[src/rtl/page_seq_pkg.sv]
// Shared types and constants for the page address sequencer.
// The state enum is shared so benches and debug logic decode the same encoding.
package page_seq_pkg;

  typedef logic [15:0] addr_t;

  typedef enum logic [1:0] {
    IDLE  = 2'd0,
    RUN   = 2'd1,
    DRAIN = 2'd2
  } seq_state_t;

  localparam int    PAGE_SHIFT_DEF = 8;
  localparam addr_t ADDR_MAX       = 16'hFFFF;

endpackage

[src/rtl/next_page_calc.sv]
// Combinational pointer step: +1 for a normal beat, jump to the next page for a skip.
// A carry out of bit 15 means overflow, and the pointer reloads from base.
module next_page_calc
  import page_seq_pkg::*;
#(
  parameter int PAGE_SHIFT = PAGE_SHIFT_DEF
) (
  input  logic [15:0] ptr,
  input  logic [15:0] base,
  input  logic        skip,
  output logic [15:0] ptr_next,
  output logic        ovf,
  output logic        page_step
);

  localparam logic [16:0] PAGE_INC = 17'd1 << PAGE_SHIFT;
  localparam addr_t       LOW_MASK = addr_t'(PAGE_INC - 17'd1);

  logic [16:0] sum;

  always_comb begin
    sum       = '0;
    page_step = 1'b0;
    if (skip) begin
      sum       = {1'b0, ptr & ~LOW_MASK} + PAGE_INC;
      page_step = 1'b1;
    end else begin
      sum       = {1'b0, ptr} + 17'd1;
      // Landing on offset zero means the pointer rolled into a new page.
      page_step = ((sum[15:0] & LOW_MASK) == '0);
    end
    ovf      = sum[16];
    ptr_next = ovf ? base : sum[15:0];
  end

endmodule

[src/rtl/page_addr_sequencer.sv]
// Write-pointer sequencer: one registered address per accepted beat, page jumps on skip,
// base reload on 16-bit overflow. The FSM state is exported on state_dbg.
module page_addr_sequencer
  import page_seq_pkg::*;
#(
  parameter int          PAGE_SHIFT = PAGE_SHIFT_DEF,
  parameter logic [15:0] DEF_BASE   = 16'h0000
) (
  input  logic        clk,
  input  logic        reset,
  input  logic        start,
  input  logic        stop,
  input  logic [15:0] base_addr,
  input  logic        in_valid,
  input  logic        in_skip,
  output logic        in_ready,
  output logic        out_valid,
  input  logic        out_ready,
  output logic [15:0] out_addr,
  output logic        out_wrap,
  output logic        wrapped,
  output logic [7:0]  page_cnt,
  output logic        busy,
  output logic [1:0]  state_dbg
);

  // Handshakes: a beat transfers on a rising edge where valid and ready are both high.
  // Producers hold valid and payload stable until that edge; ready may depend on valid.

  seq_state_t  state_q, state_d;
  addr_t       ptr_q, ptr_d;
  logic        out_valid_q, out_valid_d;
  addr_t       out_addr_q, out_addr_d;
  logic        out_wrap_q, out_wrap_d;
  logic        wrapped_q, wrapped_d;
  logic [7:0]  page_cnt_q, page_cnt_d;

  logic        in_ready_c;
  logic        accept;
  addr_t       step_ptr;
  logic        step_ovf;
  logic        step_page;

  next_page_calc #(.PAGE_SHIFT(PAGE_SHIFT)) u_calc (
    .ptr       (ptr_q),
    .base      (base_addr),
    .skip      (in_skip),
    .ptr_next  (step_ptr),
    .ovf       (step_ovf),
    .page_step (step_page)
  );

  always_comb begin
    state_d     = state_q;
    ptr_d       = ptr_q;
    out_valid_d = out_valid_q;
    out_addr_d  = out_addr_q;
    out_wrap_d  = out_wrap_q;
    wrapped_d   = wrapped_q;
    page_cnt_d  = page_cnt_q;
    in_ready_c  = 1'b0;
    accept      = 1'b0;

    case (state_q)
      IDLE: begin
        // stop is ignored here; start is handled below for every state.
      end
      RUN: begin
        // A restart would drop the beat, so refuse it rather than lose it silently.
        in_ready_c = !start && (!out_valid_q || out_ready);
        accept     = in_valid && in_ready_c;
        if (accept) begin
          out_valid_d = 1'b1;
          out_addr_d  = step_ptr;
          out_wrap_d  = step_ovf;
          ptr_d       = step_ptr;
          if (step_ovf) wrapped_d = 1'b1;
          if (step_page && page_cnt_q != 8'hFF) page_cnt_d = page_cnt_q + 8'd1;
        end else if (out_ready) begin
          out_valid_d = 1'b0;
        end
        if (stop) state_d = DRAIN;
      end
      DRAIN: begin
        if (out_ready) out_valid_d = 1'b0;
        if (!out_valid_q || out_ready) state_d = IDLE;
      end
      default: state_d = IDLE;
    endcase

    if (start) begin
      state_d     = RUN;
      ptr_d       = base_addr;
      wrapped_d   = 1'b0;
      page_cnt_d  = '0;
      out_valid_d = 1'b0;
    end
  end

  always_ff @(posedge clk or posedge reset) begin
    if (reset) begin
      state_q     <= IDLE;
      ptr_q       <= DEF_BASE;
      out_valid_q <= 1'b0;
      out_addr_q  <= '0;
      out_wrap_q  <= 1'b0;
      wrapped_q   <= 1'b0;
      page_cnt_q  <= '0;
    end else begin
      state_q     <= state_d;
      ptr_q       <= ptr_d;
      out_valid_q <= out_valid_d;
      out_addr_q  <= out_addr_d;
      out_wrap_q  <= out_wrap_d;
      wrapped_q   <= wrapped_d;
      page_cnt_q  <= page_cnt_d;
    end
  end

  assign in_ready  = in_ready_c;
  assign out_valid = out_valid_q;
  assign out_addr  = out_addr_q;
  assign out_wrap  = out_wrap_q;
  assign wrapped   = wrapped_q;
  assign page_cnt  = page_cnt_q;
  assign busy      = (state_q != IDLE) || out_valid_q;
  assign state_dbg = state_q;

endmodule

[config.mk]
export PLATFORM = sky130hd
export DESIGN_NAME = page_addr_sequencer
export DESIGN_NICKNAME = d
export VERILOG_FILES = /design/src/rtl/page_seq_pkg.sv /design/src/rtl/next_page_calc.sv /design/src/rtl/page_addr_sequencer.sv
export SDC_FILE = /design/constraint.sdc
export NUM_CORES = 1
export LEC_CHECK = 0
export CAP_MARGIN = 30
export CORE_MARGIN = 8
export CORE_UTILIZATION = 51
export DETAILED_ROUTE_END_ITERATION = 7
export MAX_ROUTING_LAYER = met4
export PLACE_DENSITY = 0.81
export SLEW_MARGIN = 5
export SYNTH_ARGS = -nofsm -noshare
export SYNTH_HDL_FRONTEND = slang
export SYNTH_HIERARCHICAL = 1
export SYNTH_SLANG_ARGS = --single-unit
[constraint.sdc]
create_clock -name clk -period 3.4 [get_ports clk]
set_clock_uncertainty 0.2 [all_clocks]
set_input_delay 0.34 -clock clk [delete_from_list [all_inputs] [get_ports clk]]
set_output_delay 0.34 -clock clk [all_outputs]
set_load 0.05 [all_outputs]
# ---- Word level (Yosys, flattened, before mapping)
# Index checks and enable logic that the tools add are counted.
dict set report word_totals {
  register_bits 45
  input_bits 23
  output_inout_bits 31
  elab_cells 59
}
dict set report classes {
  add_sub_neg 3
  n_eq_ne 6
  n_mux 23
  reduce_logical 20
}
# operator n
set ops {}
lappend ops {{$mux 16} 4}
lappend ops {{$mux 8} 4}
lappend ops {{$add 16x1->17 const B} 1}
lappend ops {{$add 16x9->17 const B} 1}
lappend ops {{$mux 17} 1}
lappend ops {{$logic_not 16->1} 1}
lappend ops {{$reduce_bool 2->1} 5}
lappend ops {{$mux 1} 9}
lappend ops {{$reduce_and 3->1} 3}
lappend ops {{$add 8x1->8 const B} 1}
lappend ops {{$ne 8x8->1 const B} 1}
lappend ops {{$mux 2} 3}
lappend ops {{$ne 3x3->1 const B} 2}
lappend ops {{$pmux 2 s3} 1}
lappend ops {{$reduce_and 2->1} 2}
lappend ops {{$logic_and 1x1->1} 3}
lappend ops {{$reduce_bool 3->1} 1}
lappend ops {{$eq 2x1->1 const B} 1}
lappend ops {{$eq 2x2->1 const B} 1}
lappend ops {{$logic_not 1->1} 2}
lappend ops {{$logic_not 2->1} 1}
lappend ops {{$logic_or 1x1->1} 2}
lappend ops {{$ne 2x2->1 const B} 1}
lappend ops {{$pmux 1 s2} 1}

# ---- Logic depth before layout (Yosys ltp)
# Gate-level depths: netlist of run 1.
dict set report logic_depth {
  ltp_word 8
  depth_mapped 10
  ltp_nobuf 8
}

# ---- By module
# Netlist of run 1, hierarchy kept.
# mod instances cells_per_inst area_each_um2
set by_module_without_submodules {}
lappend by_module_without_submodules {page_addr_sequencer 1 203 1965.6}
lappend by_module_without_submodules {next_page_calc 1 87 576.8}

# ---- Least setup slack after synthesis of run 1
# OpenSTA, ideal clock, no wires.
dict set report synth_timing {
  path_kind {flip-flop to flip-flop}
  start {register ptr_q[7]}
  end {register page_cnt_q[5], in the netlist page_cnt[5]}
  setup_time_ns 0.125
  arrival_ns 2.506
  required_ns 3.075
  slack_ns 0.569
  stages_incl_launch_ff 10
  cell_sequence {dfrtp_1 > or4_1 > nor3_1 > a31oi_1 > o21bai_1 > nand2_1 > or4_4 > buf_6 > nor4_1 > mux2_2}
}
dict set report synth_via {
  elab_chain_cells 6
}
# element line
set synth_lines {}
lappend synth_lines {{from (decl)} page_addr_sequencer.sv:31} ;# addr_t ptr_q, ptr_d;
lappend synth_lines {{from (signal assigned)} page_addr_sequencer.sv:111} ;# ptr_q <= ptr_d;
lappend synth_lines {{$add 16x1->17} next_page_calc.sv:28} ;# sum = {1'b0, ptr} + 17'd1;
lappend synth_lines {{$logic_not 16->1} next_page_calc.sv:30} ;# page_step = ((sum[15:0] & LOW_MASK) == '0);
lappend synth_lines {{$mux 1} next_page_calc.sv:24} ;# if (skip) begin
lappend synth_lines {{via step_page} page_addr_sequencer.sv:42} ;# logic step_page;
lappend synth_lines {{$logic_and 1x1->1} page_addr_sequencer.sv:78} ;# if (step_page && page_cnt_q != 8'hFF) page_cnt_d = page_cnt_q + 8'd1;
lappend synth_lines {{$reduce_bool 2->1 (no source line)} n/a}
lappend synth_lines {{$reduce_and 3->1 (no source line)} n/a}
lappend synth_lines {{to (signal assigned)} page_addr_sequencer.sv:116} ;# page_cnt_q <= page_cnt_d;
lappend synth_lines {{to (decl)} page_addr_sequencer.sv:36} ;# logic [7:0] page_cnt_q, page_cnt_d;
# The timed path passes the listed nets, and every way through them passes these cells.
# A chain may end at the register's enable or synchronous reset.

# ---- Final worst setup path of run 1
# Ends and elaborated chain as after synthesis.

==> qor.yml, run 1 <==
rsz0062_at_grt: "no"
vias: 2264
stdcell_count: 410
cp_slowest_cell: "or4_1"
synth_edf_count: 0
die_x_um: 86.6
hpwlAfterDp_mm: 4.40
nets: 368
tightest_slew_ns: 0.528
grt_pass1_wl_mm: 10.4
io_buffers: 53
fp-row-count: 25
synth_area_leaders: "dfrtp_1 44%, nand2_1 13%, a31oi_1 2.7%"
routed_wirelength_mm: 6.23
internal-power_w: 0.00105
numCtsBuffers: 5
crit_path_end_kind: "flop"
power_density_nw_per_um2: 502
grtUsageTotal_pct: 17.6
die_area_um2: 7500
p_clk_share_pct: 25.7
n_fill_cell: 422
clock_sinks: 45
max-clock-path-buffers: 2
synth_nets: 316
synthDistinctLibCells: 48
clock_latency_ns: 0.30
min_period_ns: 2.98
timing_hold_violations_final: 0
outcome: "finished, final reports clean"
drc: 0
path_clk_slew_ns: 0.08
htree_levels: 2
yosysSeqAreaShare_pct: 44.3
cts_root_buffer: "clkbuf_8"
ant_nets: 0
postCtsResizedCells: 0
post_drt_wl_per_cell_um: 15.2
multi_input_area_um2: 1310
synth_area_um2: 2540
path_cells: "or4_1 > nor3_1 > a31oi_1 > o21bai_1 > nand2_1 > or4_4 > nor4_1 > mux2_2"
relSlewSlack_pct: 64.7
yosysTopAreaCell: "dfrtp_1"
ys_ff_latch: 45
netSwitchingPower_w: 0.000586
setup_violations: 0
boundaryPins: 54
die_height_um: 86.6
netlist.area_leader.share_pct: 44.3
min_path_type: "input port to asynchronous set/reset pin"
grt_pass1_vias: 2246
worstPathMaxFanout: 10
period_share_pct: 87.6
register_area_um2: 1130
overflow: 0
cp_data_required_time_ns: 3.39
syn_to_final_growth_pct: 28.0
syn_inst: 290
swShare_pct: 35.8
pwr-share-comb_pct: 33.4
leakage_nw: 1.37
r2r_slack_ns: 0.42
antenna_found_initial: 0
slew_violations: 0
grt_max_degree: 46
max_freq_ghz: 0.336
critPathMaxStageDelay_ns: 0.54
fin_setup_tns_ns: 0
dr.first_iter.drc_count: 131
synth_flop_cell: "dfrtp_1"
design.core.area_um2: 4750
place_congestion: 0.816
synthArstFlopShare_pct: 100
synth.most_common_cell: "nand2_1"
critical_path_class: "flop to flop"
dpl.cell_count: 401
startpoint_type: "flop"
pwr-share-seq_pct: 40.9
synth_common_cells: "88 x nand2_1, 45 x dfrtp_1, 16 x nor2_1, 11 x a31oi_1"
avgSynthCellArea_um2: 8.77
hold_buffers: 0
initial_utilization_pct: 53.5
vias_per_cell: 5.52
drive_above_1_share_pct: 11.7
cts_setup_buffers: 0
antenna_cells: 0
drv_cap: 0
vdd_ir_drop_max_uv: 359
worstPathArrival_ns: 2.97
first_pass_iters: 4
cts_tree: "yes"
synth-warning-count: 6
-- worst paths after layout --
path,depth (start not counted),from,endpoint
setup / recovery,8,ptr_q[7],page_cnt[5]
hold / removal,2,reset,ptr_q[14]
setup reg to reg,8,ptr_q[7],page_cnt[5]
hold reg to reg,2,out_addr[3],out_addr[3]
max in group asynchronous,3,reset,ptr_q[3]
min in group clk,2,out_addr[3],out_addr[3]
-- cell type report --
| type | instances | share of cell area [%] |
|---|---|---|
| Multi-Input combinational cell | 225 | 40.3 |
| Sequential cell | 45 | 34.6 |
| Timing Repair Buffer | 60 | 18.3 |
| Clock buffer | 7 | 2.65 |
| Tap cell | 67 | 2.58 |
| Clock inverter | 1 | 0.923 |
| Inverter | 5 | 0.577 |
-- cells in the final DEF, fill, tap and decap left out, types with 7 or more instances in the layout --
cell type        netlist  routed
nand2_1               88      88
o31ai_1                7       7
clkdlybuf4s50_1        0      53
a31oi_1               11      11
o21ai_0                8       8
nor2_1                16      16
dfrtp_1               45      45
-- critical path, delay by kind of cell (launching register included) --
| kind | cells | cell delay (ns) |
|---|---|---|
| and+or+nand+nor | 5 | 1.59 |
| DFF | 1 | 0.47 |
| AOI/OAI and AO/OA | 2 | 0.23 |
| muxes | 1 | 0.38 |
-- power groups by stage --
stage / logic, W / clock network (W) / registers, W
final: 0.000545 / 0.000420 / 0.000669
after detailed placement: 0.000544 / 0 / 0.000680
after global routing: 0.000585 / 0.000449 / 0.000680
after CTS: 0.000547 / 0.000426 / 0.000670
after global placement: 0.000538 / 0 / 0.000676
after floorplan: 0.000192 / 0 / 0.000845
-- cell families (layout without fill, tap and decap cells) --
logic type      after synthesis  after routing  share of synthesized area, %
compound gates               61             61                          17.3
simple gates                146            146                          27.2
buf+inv                      20             73                          4.08
mux                           5              5                          2.17
flops                        45             45                          44.3
xor+xnor                     10             10                          3.44
fa+ha+maj                     3              3                          1.48
-- flip-flops by register name (all words and copies together) (netlist names) --
| name | count |
|---|---|
| out_addr | 16 |
| ptr_q | 16 |
| page_cnt | 8 |
| state_dbg | 2 |
| out_valid | 1 |
| out_wrap | 1 |
| wrapped | 1 |
-- routing by layer --
| metal | vias up | share of wire, % | GRT usage, % |
|---|---|---|---|
| li1 | 1119 | - | - |
| met1 | 1077 | 45 | 20.8 |
| met2 | 61 | 48 | 29.3 |
| met3 | 7 | 5.2 | 4.16 |
| met4 | 0 | 1.2 | 4.69 |
| met5 | - | 0 | - |
-- per-stage QoR --
| stage | setup slack (ns) | total power [W] | area, µm² | utilization, % | hold slack (ns) |
|---|---|---|---|---|---|
| 6_report | 0.422 | 0.00163 | 3250 | 68.4 | 0.136 |
| 2_1_floorplan | 0.569 | 0.00104 | 2540 | - | 0.248 |
| 3_3_place_gp | 0.535 | 0.00121 | 3120 | 65.6 | 0.258 |
| 5_1_grt | 0.253 | 0.00171 | 3250 | 68.4 | 0.177 |
| 3_5_place_dp | 0.513 | 0.00122 | 3120 | 65.6 | 0.262 |
| 4_1_cts | 0.433 | 0.00164 | 3230 | 68.0 | 0.283 |
No activity file was read; power rests on OpenSTA's default activity.
==> run 2: changes to the inputs <==
--- a/config.mk
+++ b/config.mk
@@ -9,6 +9,6 @@
 export CORE_MARGIN = 8
-export CORE_UTILIZATION = 51
+export CORE_UTILIZATION = 52
 export DETAILED_ROUTE_END_ITERATION = 7
 export MAX_ROUTING_LAYER = met4
-export PLACE_DENSITY = 0.81
+export PLACE_DENSITY = 0.82
 export SLEW_MARGIN = 5
@@ -16,3 +16,2 @@
 export SYNTH_HDL_FRONTEND = slang
-export SYNTH_HIERARCHICAL = 1
 export SYNTH_SLANG_ARGS = --single-unit
--- a/constraint.sdc
+++ b/constraint.sdc
@@ -4,2 +4,2 @@
 set_output_delay 0.34 -clock clk [all_outputs]
-set_load 0.05 [all_outputs]
+set_load 0.02 [all_outputs]
==> qor.yml, run 2 <==
netlist.area_leader.share_pct: 42.5  # -1.8 points
synth_compound_area_share_pct: 19.5  # +2.2 points
internal-power_w: 0.000933  # -11%
grtUsageTotal_pct: 18.7  # +1.1 points
yosysSeqAreaShare_pct: 42.5  # -1.8 points
startpoint_type: "flop"
rsz0062_at_grt: "no"
cts_root_buffer: "clkbuf_8"
avgSynthCellArea_um2: 9.08  # +3.6%
first_pass_iters: 5  # +1
antenna_found_initial: 0  # unchanged
tightest_slew_ns: 0.788  # +0.260 ns
synth_area_leaders: "dfrtp_1 42%, nand2_1 5.4%, xnor2_1 3.6%"
p_clk_share_pct: 22.1  # -3.6 points
final_cell_mix: "53 x clkdlybuf4s50_1, 45 x dfrtp_1, 38 x nand2_1"
numCtsBuffers: 5  # unchanged
cp_top_family: "compound AO/OA/AOI/OAI gates"
synth-adder-area-share_pct: 1.42  # -0.061 points
leakage_nw: 1.35  # -1.2%
initial_utilization_pct: 52.9  # -0.53 points
grt_pass1_wl_mm: 11.1  # +7.1%
post_drt_wl_per_cell_um: 16.6  # +9.3%
drv_cap: 0  # unchanged
pwr-share-comb_pct: 29.5  # -3.9 points
max_freq_ghz: 0.344  # +2.3%
synth_flop_cell: "dfrtp_1"
n_fill_cell: 451  # +6.9%
design.core.area_um2: 5010  # +5.4%
ant_nets: 0  # unchanged
synth-warning-count: 0  # -6
period_share_pct: 85.6  # -2.0 points
syn_to_final_growth_pct: 24.9
syn_inst: 292  # +0.69%
critPathMaxStageDelay_ns: 0.75  # +0.21 ns
grt_max_degree: 29  # -37%
ys_ff_latch: 45  # unchanged
vdd_ir_drop_max_uv: 186  # -48%
drc: 0  # unchanged
postCtsResizedCells: 0  # unchanged
synth.most_common_cell: "dfrtp_1"
max-clock-path-buffers: 2  # unchanged
synth_area_um2: 2650  # +4.3%
synthDistinctLibCells: 59  # +23%
yosysTopAreaCell: "dfrtp_1"
critical_path_class: "flop to flop"
cp_slowest_cell: "o41ai_4"
synthArstFlopShare_pct: 100  # unchanged
fp-row-count: 26  # +4.0%
routed_wirelength_mm: 6.79  # +9.0%
synth-simple-area-share_pct: 24.2  # -3.0 points
worstPathMaxFanout: 16  # +6
cts_setup_buffers: 0  # unchanged
dr.first_iter.drc_count: 214  # +63%
die_area_um2: 7640  # +1.9%
fin_setup_tns_ns: 0  # unchanged
finalPower_w: 0.00138  # -16%
outcome: "finished, final reports clean"
grt_pass1_vias: 2382  # +6.1%
drive_above_1_share_pct: 8.85  # -2.8 points
hpwlAfterDp_mm: 5.02  # +14%
worstPathArrival_ns: 2.90  # -0.07 ns
clock_sinks: 45  # unchanged
cts_tree: "yes"
vias: 2455  # +8.4%
crit_path_end_kind: "flop"
htree_levels: 2  # unchanged
synth_top_family_by_area: "simple AND/OR/NAND/NOR gates"
path_cells: "ha_1 > nand2_2 > o41ai_4 > and2_2 > nor4_1 > a311o_1"
io_buffers: 53  # unchanged
slew_violations: 0  # unchanged
pwr-share-seq_pct: 48.4  # +7.5 points
setup_violations: 0  # unchanged
min_path_type: "input port to asynchronous set/reset pin"
min_period_ns: 2.91  # -0.0673 ns
die_x_um: 87.4  # +0.94%
relSlewSlack_pct: 46.1  # -19 points
hold_buffers: 0  # unchanged
power_density_nw_per_um2: 417  # -17%
nets: 366  # -0.54%
crit_buf_inv: 0  # unchanged
final_common_cell: "clkdlybuf4s50_1"
timing_hold_violations_final: 0  # unchanged
synth_common_cells: "45 x dfrtp_1, 38 x nand2_1, 24 x nor2_1, 18 x nand3_1, 17 x o21ai_0"
overflow: 0  # unchanged
place_congestion: 0.930  # +14%
swShare_pct: 32.5  # -3.4 points
cp_data_required_time_ns: 3.39  # about the same
path_clk_slew_ns: 0.08  # about the same
netSwitchingPower_w: 0.000448  # -23%
boundaryPins: 54  # unchanged
clock_latency_ns: 0.30  # about the same
vias_per_cell: 6.00  # +8.7%
synth_xor_area_share_pct: 6.27  # +2.8 points
synth_edf_count: 0  # unchanged
antenna_cells: 0  # unchanged
die_height_um: 87.4  # +0.94%
yosys-mux-area-fraction_pct: 1.51  # -0.66 points
synth_nets: 318  # +0.63%
-- run 2: cell types whose count changed in the layout (fill, tap and decap cells not counted), sizes merged, moves of 4 or more --
cell,delta
a2111oi,+6
a21oi,+11
a31oi,-5
and3,+4
and4,+4
mux2,-4
nand2,-48
nand3,+13
nor2,+7
o21ai,+6
o21ba,-6
o22ai,-6
o31ai,-6
xnor2,+7
-- run 2: worst register-to-register path: cells and delay by family, from the launching register on --
kind / cells / cell delay [ns]
AOI/OAI and AO/OA: 2 / 1.08
adders and majority gates: 1 / 0.34
DFF: 1 / 0.47
and+or+nand+nor: 3 / 0.71
-- run 2: final timing paths --
kind	startpoint	end	slack [ns]	depth (start not counted)
setup / recovery	ptr_q[0]	ptr_q[8]	0.49	6
hold / removal	reset	out_valid	0.10	2
setup reg to reg	ptr_q[0]	ptr_q[8]	0.49	6
hold reg to reg	out_addr[14]	out_addr[14]	0.28	2
max in group asynchronous	reset	out_addr[11]	2.37	3
min in group clk	out_addr[14]	out_addr[14]	0.28	2
-- run 2: kinds of logic (layout without fill, tap and decap cells) --
logic type      Yosys count  count (layout)
compound gates           74              74
xor+xnor                 19              19
fa+ha+maj                 3               3
buf+inv                  24              71
flops                    45              45
mux                       4               4
simple gates            123             123
-- run 2: final cells by class --
class	count	area [µm²]	area share [%]
clock buffer	5	68.8	2.08
timing repair buffer	60	603	18.2
clock inverter	1	5.00	0.151
sequential	45	1130	34.0
inverter	5	18.8	0.566
multi-input combinational	223	1400	42.4
tap	70	87.6	2.64
-- run 2: power groups by stage --
stage               combinational, W  clock [W]  sequential [W]
global route                0.000442   0.000324        0.000677
floorplan                   0.000183          0        0.000720
global placement            0.000396          0        0.000673
finish                      0.000407   0.000306        0.000668
CTS                         0.000410   0.000311        0.000667
detailed placement          0.000409          0        0.000676
-- run 2: per-stage QoR --
step	utilization, %	area (µm²)	std cells	hold WS, ns	setup WS (ns)
2_1_floorplan	-	2650	292	0.245	1.13
4_1_cts	66.1	3310	409	0.103	0.536
6_report	66.1	3310	409	0.102	0.489
3_5_place_dp	64.7	3240	403	0.263	0.561
3_3_place_gp	64.1	3210	402	0.260	0.660
5_1_grt	66.1	3310	409	0.129	0.347
-- run 2: routing by layer --
layer / up-vias / global-route usage, % / wire, µm
li1: 1159 / - / -
met1: 1179 / 23.4 / 3090
met2: 104 / 28.8 / 3130
met3: 13 / 3.49 / 453
met4: 0 / 8.44 / 114
met5: - / - / 0
